===== src/rtl/pong_game_control.sv =====
// Pong game-flow controller: serve countdown, rally, point scoring,
// game-over detection and start-button handling. Drives the enables and the
// recentre pulse for the paddle/ball datapath.
// Optional feature: define PONG_PAUSE_EN to add the pause_n button and the
// PAUSED state (code 5). Without it, code 5 is illegal and returns to IDLE.
module pong_game_control #(
  parameter int unsigned SERVE_FRAMES = 60,
  parameter int unsigned WIN_SCORE    = 9
) (
  input  logic       clock,
  input  logic       reset,
  input  logic       start_n,
`ifdef PONG_PAUSE_EN
  input  logic       pause_n,
`endif
  input  logic       frame_tick,
  input  logic       miss_left,
  input  logic       miss_right,
  output logic       paddle_en,
  output logic       ball_en,
  output logic       position_reset,
  output logic       serve_dir,
  output logic [3:0] score_left,
  output logic [3:0] score_right,
  output logic [1:0] winner,
  output logic [2:0] state
);

  localparam logic [2:0] ST_IDLE     = 3'd0;
  localparam logic [2:0] ST_SERVE    = 3'd1;
  localparam logic [2:0] ST_PLAY     = 3'd2;
  localparam logic [2:0] ST_POINT    = 3'd3;
  localparam logic [2:0] ST_GAMEOVER = 3'd4;
`ifdef PONG_PAUSE_EN
  localparam logic [2:0] ST_PAUSED   = 3'd5;
`endif

  localparam logic [3:0] WIN        = 4'(WIN_SCORE);
  localparam logic [7:0] SERVE_LAST = 8'(SERVE_FRAMES - 1);

  localparam logic [1:0] WIN_NONE  = 2'b00;
  localparam logic [1:0] WIN_LEFT  = 2'b01;
  localparam logic [1:0] WIN_RIGHT = 2'b10;

  logic [2:0] state_q, state_d;
  logic [7:0] frame_cnt_q, frame_cnt_d;
  logic [3:0] score_left_q, score_left_d;
  logic [3:0] score_right_q, score_right_d;
  logic [1:0] winner_q, winner_d;
  logic       serve_dir_q, serve_dir_d;
  logic       paddle_en_q, paddle_en_d;
  logic       ball_en_q, ball_en_d;
  logic       position_reset_q, position_reset_d;

  // Button synchronizers: two metastability flops plus one history flop
  // so a falling edge is seen after the second flop and acted on one edge later.
  logic [1:0] start_sync_q, start_sync_d;
  logic       start_prev_q, start_prev_d;
  logic       start_press;
`ifdef PONG_PAUSE_EN
  logic [1:0] pause_sync_q, pause_sync_d;
  logic       pause_prev_q, pause_prev_d;
  logic       pause_press;
`endif

  // Synchronizer shift and press (1->0) detection.
  always_comb begin
    start_sync_d = {start_sync_q[0], start_n};
    start_prev_d = start_sync_q[1];
    start_press  = start_prev_q & ~start_sync_q[1];
`ifdef PONG_PAUSE_EN
    pause_sync_d = {pause_sync_q[0], pause_n};
    pause_prev_d = pause_sync_q[1];
    pause_press  = pause_prev_q & ~pause_sync_q[1];
`endif
  end

  // Next-state, score and registered-output logic.
  always_comb begin
    // NOTE: every variable gets a default here so no path leaves one
    // unassigned, which would otherwise infer a latch.
    state_d       = state_q;
    frame_cnt_d   = frame_cnt_q;
    score_left_d  = score_left_q;
    score_right_d = score_right_q;
    winner_d      = winner_q;
    serve_dir_d   = serve_dir_q;

    case (state_q)
      ST_IDLE: begin
        score_left_d  = 4'd0;
        score_right_d = 4'd0;
        winner_d      = WIN_NONE;
        if (start_press) state_d = ST_SERVE;
      end
      ST_SERVE: begin
        if (frame_tick) begin
          if (frame_cnt_q >= SERVE_LAST) state_d = ST_PLAY;
          else                           frame_cnt_d = frame_cnt_q + 8'd1;
        end
      end
      ST_PLAY: begin
`ifdef PONG_PAUSE_EN
        if (pause_press) begin
          state_d = ST_PAUSED;
        end else
`endif
        if (miss_left && miss_right) begin
          // Simultaneous misses: nobody scores, replay the serve.
          state_d = ST_SERVE;
        end else if (miss_left) begin
          if (score_right_q < WIN) score_right_d = score_right_q + 4'd1;
          serve_dir_d = 1'b0;
          state_d     = ST_POINT;
        end else if (miss_right) begin
          if (score_left_q < WIN) score_left_d = score_left_q + 4'd1;
          serve_dir_d = 1'b1;
          state_d     = ST_POINT;
        end
      end
      ST_POINT: begin
        if (score_right_q == WIN) begin
          winner_d = WIN_RIGHT;
          state_d  = ST_GAMEOVER;
        end else if (score_left_q == WIN) begin
          winner_d = WIN_LEFT;
          state_d  = ST_GAMEOVER;
        end else begin
          state_d = ST_SERVE;
        end
      end
      ST_GAMEOVER: begin
        if (start_press) begin
          score_left_d  = 4'd0;
          score_right_d = 4'd0;
          winner_d      = WIN_NONE;
          state_d       = ST_SERVE;
        end
      end
`ifdef PONG_PAUSE_EN
      ST_PAUSED: begin
        if (pause_press) state_d = ST_PLAY;
      end
`endif
      default: state_d = ST_IDLE;
    endcase

    // Every entry into SERVE restarts the countdown and recentres objects.
    position_reset_d = (state_d == ST_SERVE) && (state_q != ST_SERVE);
    if (position_reset_d) frame_cnt_d = 8'd0;

    // Enables follow the next state so they change with the state register.
    paddle_en_d = (state_d == ST_SERVE) || (state_d == ST_PLAY);
    ball_en_d   = (state_d == ST_PLAY);
  end

  // State and output registers with asynchronous reset.
  always_ff @(posedge clock or posedge reset) begin
    if (reset) begin
      state_q          <= ST_IDLE;
      frame_cnt_q      <= 8'd0;
      score_left_q     <= 4'd0;
      score_right_q    <= 4'd0;
      winner_q         <= WIN_NONE;
      serve_dir_q      <= 1'b1;
      paddle_en_q      <= 1'b0;
      ball_en_q        <= 1'b0;
      position_reset_q <= 1'b0;
      start_sync_q     <= 2'b11;
      start_prev_q     <= 1'b1;
`ifdef PONG_PAUSE_EN
      pause_sync_q     <= 2'b11;
      pause_prev_q     <= 1'b1;
`endif
    end else begin
      // NOTE: non-blocking assignments so every flop samples pre-edge values.
      state_q          <= state_d;
      frame_cnt_q      <= frame_cnt_d;
      score_left_q     <= score_left_d;
      score_right_q    <= score_right_d;
      winner_q         <= winner_d;
      serve_dir_q      <= serve_dir_d;
      paddle_en_q      <= paddle_en_d;
      ball_en_q        <= ball_en_d;
      position_reset_q <= position_reset_d;
      start_sync_q     <= start_sync_d;
      start_prev_q     <= start_prev_d;
`ifdef PONG_PAUSE_EN
      pause_sync_q     <= pause_sync_d;
      pause_prev_q     <= pause_prev_d;
`endif
    end
  end

  assign state          = state_q;
  assign paddle_en      = paddle_en_q;
  assign ball_en        = ball_en_q;
  assign position_reset = position_reset_q;
  assign serve_dir      = serve_dir_q;
  assign score_left     = score_left_q;
  assign score_right    = score_right_q;
  assign winner         = winner_q;

endmodule


===== config.mk =====
export PLATFORM = sky130hd
export DESIGN_NAME = pong_game_control
export DESIGN_NICKNAME = d
export VERILOG_FILES = /design/src/rtl/pong_game_control.sv
export SDC_FILE = /design/constraint.sdc
export NUM_CORES = 1
export LEC_CHECK = 0
export BUFFER_PORTS_ARGS = -buffer_cell sky130_fd_sc_hd__buf_2
export CAP_MARGIN = 15
export CORE_ASPECT_RATIO = 1.2
export CORE_MARGIN = 2
export CORE_UTILIZATION = 50
export CTS_BUF_LIST = sky130_fd_sc_hd__clkbuf_4 sky130_fd_sc_hd__clkbuf_8
export DETAILED_ROUTE_END_ITERATION = 8
export PLACE_DENSITY = 0.72
export SYNTH_ARGS = -nofsm -noshare
export SYNTH_HDL_FRONTEND = slang
export SYNTH_SLANG_ARGS = --single-unit

===== constraint.sdc =====
create_clock -name clock -period 2.2 [get_ports clock]
set_clock_uncertainty 0.1 [all_clocks]
set_input_delay 0.66 -clock clock [delete_from_list [all_inputs] [get_ports clock]]
set_output_delay 0.66 -clock clock [all_outputs]
set_load 0.1 [all_outputs]

==> results.sh <==
export IMPL_powerDensity_nw_per_um2=910
export IMPL_vdd_ir_drop_worst_v=0.000548
export IMPL_yosys_register_bits=28
export IMPL_placement_rows=21
export IMPL_hold_viol=0
export IMPL_required_time_of_the_worst_setup_path_ns=1.44
export IMPL_dominantRegCellSynth="dfrtp_1"
export IMPL_gr_usage_all_layers_pct=18.7
export IMPL_cts_htree_levels=1
export IMPL_synth_top_cells_by_count="24 x dfrtp_1, 16 x nor2_1, 10 x nand2_1"
export IMPL_synth_top_cell_area_share_pct=41.1
export IMPL_buffers_inserted_by_post_cts_timing_repair=0
export IMPL_setup_ws_ns=0.0644
export IMPL_grt_max_degree=29
export IMPL_yosysMostFrequentCell="dfrtp_1"
export IMPL_floorplan_die_area_um2=3380
export IMPL_static_leakage_power_nw=0.787
export IMPL_drt_pass1_iterations=4
export IMPL_yosys_area_top_type="dfrtp_1"
export IMPL_routed_length_per_placed_instance_um=14.7
export IMPL_tritoncts="yes"
export IMPL_proportion_of_layout_cells_with_a_drive_suffix_above_1_pct=34.4
export IMPL_via_per_inst=5.52
export IMPL_initial_antenna_violation_count=0
export IMPL_setup_slack_at_placement_ns=0.0242
export IMPL_global_route_wire_length_before_repair_um=4720
export IMPL_maxCapViolations=0
export IMPL_ios=23
export IMPL_post_synth_instance_area_um2=1460
export IMPL_cts_buffers=3
export IMPL_vias=1088
export IMPL_crit_arrival_ns=1.38
export IMPL_grt_setup_unrepaired="no"
export IMPL_finalWorstPathRequiredPeriod_ns=2.14
export IMPL_timing_critical_path_fanout_max=14
export IMPL_synth_warning_count=0
export IMPL_remaining_drc_errors=0
export IMPL_drt_iter0_drc=22
export IMPL_ys_seq_area_share_pct=48.2
export IMPL_antenna_violating_nets_post_route=0
export IMPL_cp_slowest_cell="dfrtp_2"
export IMPL_netlist_instances=134
export IMPL_worstSetupStartpointType="flop"
export IMPL_max_clock_path_buffers=2
export IMPL_worst_path_largest_cell_delay_ns=0.56
export IMPL_synth_area_leaders="dfrtp_1 41%, dfstp_2 7.2%, ha_1 6.8%, nor2_1 4.1%, nand2b_1 3.0%"
export IMPL_worst_path_buf_inv=1
export IMPL_insertion_delay_ns=0.34
export IMPL_slew_headroom_pct=65.4
export IMPL_run_status="finished clean"
export IMPL_synth_edf_count=0
export IMPL_crit_family="flip-flops"
export IMPL_finalWeightedCongestion=0.759
export IMPL_synth_cell_type_count=44
export IMPL_hpwlAfterDp_um=2150
export IMPL_synthToLayoutAreaGrowth_pct=14.9
export IMPL_initial_core_util_pct=52.5
export IMPL_final_setup_tns_ns=0
export IMPL_synth_net_count=148
export IMPL_port_buffers=22
export IMPL_synth_async_reset_ratio_pct=100
export IMPL_wirelength_um=2900
export IMPL_core_area_um2=2790
export IMPL_critPathCaptureType="output port"
export IMPL_fin_worst_hold_slack_ns=0.250
export IMPL_postSynthAreaPerCell_um2=10.9
export IMPL_finalCoreUtilization_pct=60.3
export IMPL_grt_pass1_vias=1108
export IMPL_critPathKind="reg2out"
export IMPL_clk_pin_slew_worst_paths_ns=0.15
export IMPL_overflow=0
export IMPL_finalNetCount=178
export IMPL_die_height_um=63.3
export IMPL_timing_worst_slew_pin_value_ns=0.519
export IMPL_hold_class="in2async"
export IMPL_cts_sinks=28
export IMPL_report_final_setup_viol=0
export IMPL_num_antenna_cells=0
export IMPL_max_freq_ghz=0.468
export IMPL_cts_root_buf="clkbuf_4"
export IMPL_floorplan_die_width_um=53.4
export IMPL_post_route_period_util_pct=97.1
export IMPL_drv_slew=0
export IMPL_critical_path_cell_chain="buf_2"
-- sequential cells by signal, indices dropped and copies added, names as in the netlist --
signal / count
frame_cnt_q: 8
score_left: 4
score_right: 4
state: 3
start_sync_q: 2
winner: 2
ball_en: 1
paddle_en: 1
position_reset: 1
serve_dir: 1
start_prev_q: 1
-- per-stage QoR --
step           power (mW)  instances  instance area [µm²]
2_1_floorplan        1.18        134                 1480
3_3_place_gp         1.28        193                 1640
3_5_place_dp         1.30        193                 1640
4_1_cts              1.54        197                 1670
5_1_grt              1.63        197                 1680
6_report             1.53        197                 1680
-- final timing paths --
| check | start | to | slack [ns] | cells after the start |
|---|---|---|---|---|
| worst max-delay path | state[0] | state[0] | 0.06 | 1 |
| worst min register to register | start_sync_q[0] | start_sync_q[1] | 0.27 | 0 |
| max in group asynchronous | reset | start_sync_q[0] | 1.43 | 3 |
| worst max register to register | score_right[1] | frame_cnt_q[0] | 0.15 | 8 |
| min in group clock | start_sync_q[0] | start_sync_q[1] | 0.27 | 0 |
| worst min-delay path | reset | frame_cnt_q[2] | 0.25 | 3 |
-- cells by family (layout without fill, tap and decap cells) --
group | Yosys count | in the layout | share of synthesized area, %
simple gates | 50 | 50 | 20.4
compound gates | 27 | 27 | 14.6
fa+ha+maj | 8 | 8 | 6.84
flops | 28 | 28 | 48.2
xor+xnor | 7 | 7 | 4.19
buf+inv | 13 | 42 | 4.96
mux | 1 | 1 | 0.684
-- layer usage --
metal	vias up	share of wire, %	track usage, %	wire, µm
met3	4	2.5	2.37	73
li1	526	-	-	-
met5	-	0	0	0
met1	540	40	21.0	1160
met2	18	56	32.6	1610
met4	0	1.5	10.3	44
-- layout make-up --
class                   instances  area, µm²
repair buffers                 29        163
clock buffers                   4       30.0
multi-input cells              93        691
flip-flops and latches         28        721
well taps                      34       42.5
inverters                       9       33.8
fillers                       244       1100
-- cells in the final DEF (no fill, tap or decap), types with 4 or more instances in the layout --
cell / Yosys / final
nor2_1: 16 / 16
dfrtp_2: 0 / 9
buf_2: 1 / 22
o21ai_1: 4 / 4
inv_1: 9 / 9
dfrtp_1: 24 / 14
nand2_1: 10 / 10
dfstp_2: 4 / 4
nand2b_1: 7 / 7
xor2_1: 4 / 4
ha_1: 8 / 8
clkbuf_4: 0 / 4
buf_4: 0 / 7
-- report_power, final --
group / switching, mW / internal [mW]
Combinational: 0.421 / 0.165
Sequential: 0.0952 / 0.614
Clock: 0.150 / 0.0836
Total: 0.667 / 0.862
-- timing repair --
action                                  CTS  global route
endpoints found under the hold margin     0             0
resized for setup                         0             1
endpoints found under the setup margin    0             8
hold buffers                              0             0
No activity file was read; power rests on OpenSTA's default activity.
